<file path="config.mk">
export PLATFORM = sky130hd
export DESIGN_NAME = hc_secded_dec
export DESIGN_NICKNAME = d
export VERILOG_FILES = /design/src/rtl/hc_secded_dec.sv
export SDC_FILE = /design/constraint.sdc
export NUM_CORES = 1
export LEC_CHECK = 0
export ABC_CLOCK_PERIOD_IN_PS = 4400
export BUFFER_PORTS_ARGS = -buffer_cell sky130_fd_sc_hd__buf_2
export CAP_MARGIN = 5
export CORE_UTILIZATION = 55
export DETAILED_ROUTE_END_ITERATION = 8
export GPL_TIMING_DRIVEN = 0
export PLACE_DENSITY = 0.8
export SETUP_SLACK_MARGIN = 0.1
export SKIP_CTS_REPAIR_TIMING = 1
export SYNTH_ARGS = -nofsm -noshare
export SYNTH_HDL_FRONTEND = slang
export SYNTH_SLANG_ARGS = --single-unit
export TNS_END_PERCENT = 100
</file>
<file path="constraint.sdc">
create_clock -name i_clk -period 4.4 [get_ports i_clk]
set_input_delay 0.44 -clock i_clk [delete_from_list [all_inputs] [get_ports i_clk]]
set_output_delay 0.44 -clock i_clk [all_outputs]
set_load 0.01 [all_outputs]
</file>
<file path="src/rtl/hc_secded_dec.sv">
// hc_secded_dec -- pipelined Hamming SECDED decoder with error counters.
//
// The codeword has positions 0..N (N = DATA_WD + CHK_WD). Position 0 is the
// overall parity bit. Check bits sit at the power-of-two positions. Data bits
// fill the remaining positions, LSB first, in ascending order.
//
// The decoder has two register stages. Stage 1 holds the syndrome, the
// overall parity, the raw codeword and the captured correction enable.
// Stage 2 holds the corrected payload and its classification.
//
// Ports
//   i_clk, i_rst_n        clock; asynchronous active-low reset
//   i_valid / o_ready     input handshake (o_ready = !o_valid || i_ready)
//   i_enc_data            SECDED codeword [DATA_WD+CHK_WD:0]
//   i_corr_en             1 = correct single errors, 0 = detect only
//   i_cnt_clr             synchronous clear of both error counters
//   o_valid / i_ready     output handshake
//   o_dec_data            decoded payload [DATA_WD:1]
//   o_err_flag            any error detected
//   o_err_type            00 none, 01 single, 10 uncorrectable, 11 parity-bit single
//   o_syndrome            Hamming syndrome [CHK_WD:1]
//   o_sec_cnt, o_ded_cnt  saturating counts of delivered single / uncorrectable errors
module hc_secded_dec #(
  parameter int DATA_WD = 8,
  parameter int CHK_WD  = 4,
  parameter int CNT_WD  = 16
) (
  input  logic                      i_clk,
  input  logic                      i_rst_n,
  input  logic                      i_valid,
  output logic                      o_ready,
  input  logic [DATA_WD+CHK_WD:0]   i_enc_data,
  input  logic                      i_corr_en,
  input  logic                      i_cnt_clr,
  output logic                      o_valid,
  input  logic                      i_ready,
  output logic [DATA_WD:1]          o_dec_data,
  output logic                      o_err_flag,
  output logic [1:0]                o_err_type,
  output logic [CHK_WD:1]           o_syndrome,
  output logic [CNT_WD-1:0]         o_sec_cnt,
  output logic [CNT_WD-1:0]         o_ded_cnt
);

  localparam int N = DATA_WD + CHK_WD;

  localparam logic [1:0] ERR_NONE   = 2'b00;
  localparam logic [1:0] ERR_SINGLE = 2'b01;
  localparam logic [1:0] ERR_DOUBLE = 2'b10;
  localparam logic [1:0] ERR_PARITY = 2'b11;

  generate
    if ((2 ** CHK_WD) < (N + 1)) begin : g_bad_params
      $error("hc_secded_dec: CHK_WD too small to address DATA_WD+CHK_WD positions");
    end
  endgenerate

  // XOR of the indices of every set position 1..N.
  function automatic logic [CHK_WD-1:0] calc_syn(input logic [N:0] cw);
    logic [CHK_WD-1:0] s;
    s = '0;
    for (int i = 1; i <= N; i++) begin
      if (cw[i]) s = s ^ CHK_WD'(i);
    end
    return s;
  endfunction

  function automatic logic [1:0] classify(input logic [CHK_WD-1:0] syn, input logic par);
    if (syn == '0)
      return par ? ERR_PARITY : ERR_NONE;
    else if (par && (int'(syn) <= N))
      return ERR_SINGLE;
    else
      return ERR_DOUBLE;
  endfunction

  function automatic logic [N:0] flip_pos(input logic [N:0] cw, input logic [CHK_WD-1:0] syn);
    logic [N:0] r;
    r = cw;
    for (int i = 1; i <= N; i++) begin
      if (CHK_WD'(i) == syn) r[i] = ~cw[i];
    end
    return r;
  endfunction

  // Gather the non-power-of-two positions into the payload, LSB first.
  function automatic logic [DATA_WD-1:0] extract_data(input logic [N:0] cw);
    logic [DATA_WD-1:0] d;
    int                 j;
    d = '0;
    j = 0;
    for (int i = 1; i <= N; i++) begin
      if ((i & (i - 1)) != 0) begin
        d[j] = cw[i];
        j++;
      end
    end
    return d;
  endfunction

  logic              en;
  logic              vld_p1;
  logic [CHK_WD-1:0] syn_p1;
  logic              par_p1;
  logic [N:0]        cw_p1;
  logic              corr_p1;
  logic [1:0]        type_p1;
  logic [N:0]        fix_cw_p1;
  logic              fire;
  logic              sec_inc;
  logic              ded_inc;

  assign en      = !o_valid || i_ready;
  assign o_ready = en;

  // ---- stage 1: syndrome, overall parity, raw codeword, correction enable
  always_ff @(posedge i_clk or negedge i_rst_n) begin
    if (!i_rst_n) begin
      vld_p1  <= 1'b0;
      syn_p1  <= '0;
      par_p1  <= 1'b0;
      cw_p1   <= '0;
      corr_p1 <= 1'b0;
    end else if (en) begin
      vld_p1  <= i_valid;
      syn_p1  <= calc_syn(i_enc_data);
      par_p1  <= ^i_enc_data;
      cw_p1   <= i_enc_data;
      corr_p1 <= i_corr_en;
    end
  end

  always_comb begin
    type_p1   = classify(syn_p1, par_p1);
    fix_cw_p1 = cw_p1;
    if ((type_p1 == ERR_SINGLE) && corr_p1) fix_cw_p1 = flip_pos(cw_p1, syn_p1);
  end

  // ---- stage 2: corrected payload and classification
  always_ff @(posedge i_clk or negedge i_rst_n) begin
    if (!i_rst_n) begin
      o_valid    <= 1'b0;
      o_dec_data <= '0;
      o_err_type <= ERR_NONE;
      o_err_flag <= 1'b0;
      o_syndrome <= '0;
    end else if (en) begin
      o_valid    <= vld_p1;
      o_dec_data <= extract_data(fix_cw_p1);
      o_err_type <= type_p1;
      o_err_flag <= (type_p1 != ERR_NONE);
      o_syndrome <= syn_p1;
    end
  end

  // ---- counters: only results actually handed downstream are counted
  assign fire    = o_valid && i_ready;
  assign sec_inc = fire && ((o_err_type == ERR_SINGLE) || (o_err_type == ERR_PARITY));
  assign ded_inc = fire && (o_err_type == ERR_DOUBLE);

  always_ff @(posedge i_clk or negedge i_rst_n) begin
    if (!i_rst_n) begin
      o_sec_cnt <= '0;
      o_ded_cnt <= '0;
    end else begin
      if (i_cnt_clr)                         o_sec_cnt <= '0;
      else if (sec_inc && (o_sec_cnt != '1)) o_sec_cnt <= o_sec_cnt + 1'b1;
      if (i_cnt_clr)                         o_ded_cnt <= '0;
      else if (ded_inc && (o_ded_cnt != '1)) o_ded_cnt <= o_ded_cnt + 1'b1;
    end
  end

endmodule

</file>
==> impl_metrics.toml <==
[sta]
worst_clock_skew_ps = 11.5
final_hold_viol_count = 0
setup_ws_ps = 2210
fin_crit_sh_pct = 49.7
slew_headroom_pct = 50.7
timing.hold.ws_ps = 160
rsz0062_at_grt = "false"
tns_ps = 0
slew_viol_final = 0
fmaxAchievable_mhz = 458
worst_pin_slew_ps = 740
final-setup-viol-count = 0
fin_crit_ps = 2190

[route]
ant_nets = 0
drtIter0Drc = 124
drtPass1Iterations = 4
via_per_inst = 5.50
drc_errors = 0
wirelength_um = 6970
routedWlPerCell_um = 13.9
vias = 2757

[floorplanning]
rows = 27
num_io_pins = 68
core_area_mm2 = 0.00561
initial_core_util_pct = 58.4
die-width_um = 79.2
die_height_um = 79.2
die_area_mm2 = 0.00627

[job]
drv_cap = 0

[global_route]
grt_max_degree = 33
grt_usage_pct = 24.4
gr-total-overflow = 0
grt_pass1_vias = 2549
antenna_found_initial = 0
grt_pass1_wl_um = 11700

[cells_and_area]
area_delta_synth_final_pct = 20.0
final_common_cell = "buf_2"
final_cell_mix = "buf_2, nand2_1, dfrtp_1"
utilization_pct = 70.1
drive_gt1_share_pct = 22.4
antenna_cells = 0
final_net_count = 445
fill_cells = 454

[worst_hold_path]
hp-class = "in2async"

[clocking]
clk-insertion-delay-late_ps = 340
root_buffer = "clkbuf_8"
cts_max_level = 3
clockBufferDepth = 2
cts_buffers = 9
cts_tree = "done"
clk_pin_slew_ps = 70
clock-sinks = 63

[placement]
gp_congestion = 0.815
port_buffers = 67
dp_hpwl_um = 5000
pre_cts_slack_ps = 2460

[setup_path]
cp-start-kind = "register"
end_kind = "primary output"
cp.required_ps = 3960
arrival_ps = 1750
critical_path_class = "reg2out"
rrSetupSlack_ps = 2420
crit_fanout = 10

[yosys]
synth-seq-area-share_pct = 48.1
ys_warn_count = 0
ys.flop_type = "dfrtp_1"
synth_area_mm2 = 0.00328
synthArstFlopShare_pct = 100
synth.distinct_cells = 42
ys_seq_elements = 63
syn_nets = 366
syn_area_per_cell_um2 = 9.49
synth_edf_count = 0
syn-instance-count = 345

[pwr]
p_leak_nw = 1.77
powerDensity_mw_per_mm2 = 402
vdd_ir_drop_max_mv = 0.300
power_w = 0.00158

[outcome]
status = "finished, final reports clean"
==> cell usage after synthesis (2+ instances only) <==
library cell | instances | area, µm²
xnor2_1 | 44 | 385
nor4b_1 | 5 | 43.8
nor4_2 | 2 | 25.0
and2_1 | 2 | 12.5
and4_1 | 4 | 35.0
or4_1 | 2 | 15.0
nor3_1 | 5 | 25.0
buf_2 | 2 | 10.0
o41ai_1 | 2 | 17.5
nand3_1 | 11 | 55.1
a21oi_1 | 10 | 50.1
nor4_1 | 4 | 25.0
xor2_1 | 10 | 87.6
clkbuf_1 | 9 | 33.8
ha_1 | 2 | 25.0
a211oi_1 | 10 | 75.1
dfrtp_1 | 63 | 1580
nand4_1 | 8 | 50.1
and3_1 | 4 | 25.0
inv_1 | 6 | 22.5
nor2_1 | 39 | 146
nand2b_1 | 4 | 25.0
o21ai_0 | 14 | 70.1
mux2i_1 | 2 | 20.0
nand2_1 | 64 | 240
==> power by group <==
group | internal [W] | switching [W] | total [W]
clock | 0.000307 | 0.000221 | 0.000527
sequential | 0.000652 | 0.0000703 | 0.000722
combinational | 0.000143 | 0.000187 | 0.000330
total | 0.00110 | 0.000478 | 0.00158
==> worst paths after layout <==
kind                              start       endpoint  cells after the start
hold reg to reg                  vld_p1        o_valid                      1
setup / recovery                o_valid        o_ready                      4
setup reg to reg           o_sec_cnt[0]   o_sec_cnt[1]                      6
max in group asynchronous       i_rst_n  o_dec_data[8]                      2
hold / removal                  i_rst_n  o_sec_cnt[11]                      1
min in group i_clk              i_valid         vld_p1                      3
==> metal layers <==
| layer | up-vias | track usage [%] | part of all wire [%] |
|---|---|---|---|
| li1 | 1331 | - | - |
| met2 | 92 | 39.9 | 49 |
| met5 | - | 0 | 0 |
| met4 | 0 | 10.0 | 1.3 |
| met3 | 11 | 5.75 | 5.8 |
| met1 | 1323 | 30.9 | 44 |
==> kinds of logic after synthesis <==
logic type	synth area share, %
XOR/XNOR	15.4
multiplexers	1.07
adder cells (fa/ha/maj)	0.764
AND/OR/NAND/NOR	24.5
flip-flops	48.1
AO/OA/AOI/OAI	7.37
buffers and inverters	2.71
==> final cells by class <==
type	instances	area, µm²	area share (%)
Buffer	14	66.3	1.69
Clock buffer	13	169	4.30
Clock inverter	3	40.0	1.02
Inverter	6	22.5	0.573
Multi-Input combinational cell	262	1610	41.0
Sequential cell	63	1580	40.1
Tap cell	72	90.1	2.29
Timing Repair Buffer	68	355	9.04
==> registers in the layout (all words and copies together) (netlist names) <==
register / flops
par_p1: 1
o_err_type: 2
vld_p1: 1
o_ded_cnt: 16
syn_p1: 4
o_dec_data: 8
o_valid: 1
corr_p1: 1
cw_p1: 8
o_syndrome: 4
o_err_flag: 1
o_sec_cnt: 16
==> per-stage QoR <==
stage                     instance area, µm²  cells
final                                   3930    501
after CTS                               3930    501
after global placement                  3700    484
after detailed placement                3720    485
after floorplan                         3280    345
after global routing                    3930    501
==> critical path, cell delays in order, from the launching register on <==
cell and delay (ps):
dfrtp_1 450, nor2b_1 180, inv_1 150, buf_1 410, buf_2 220
Power figures use the tool's default switching activity.
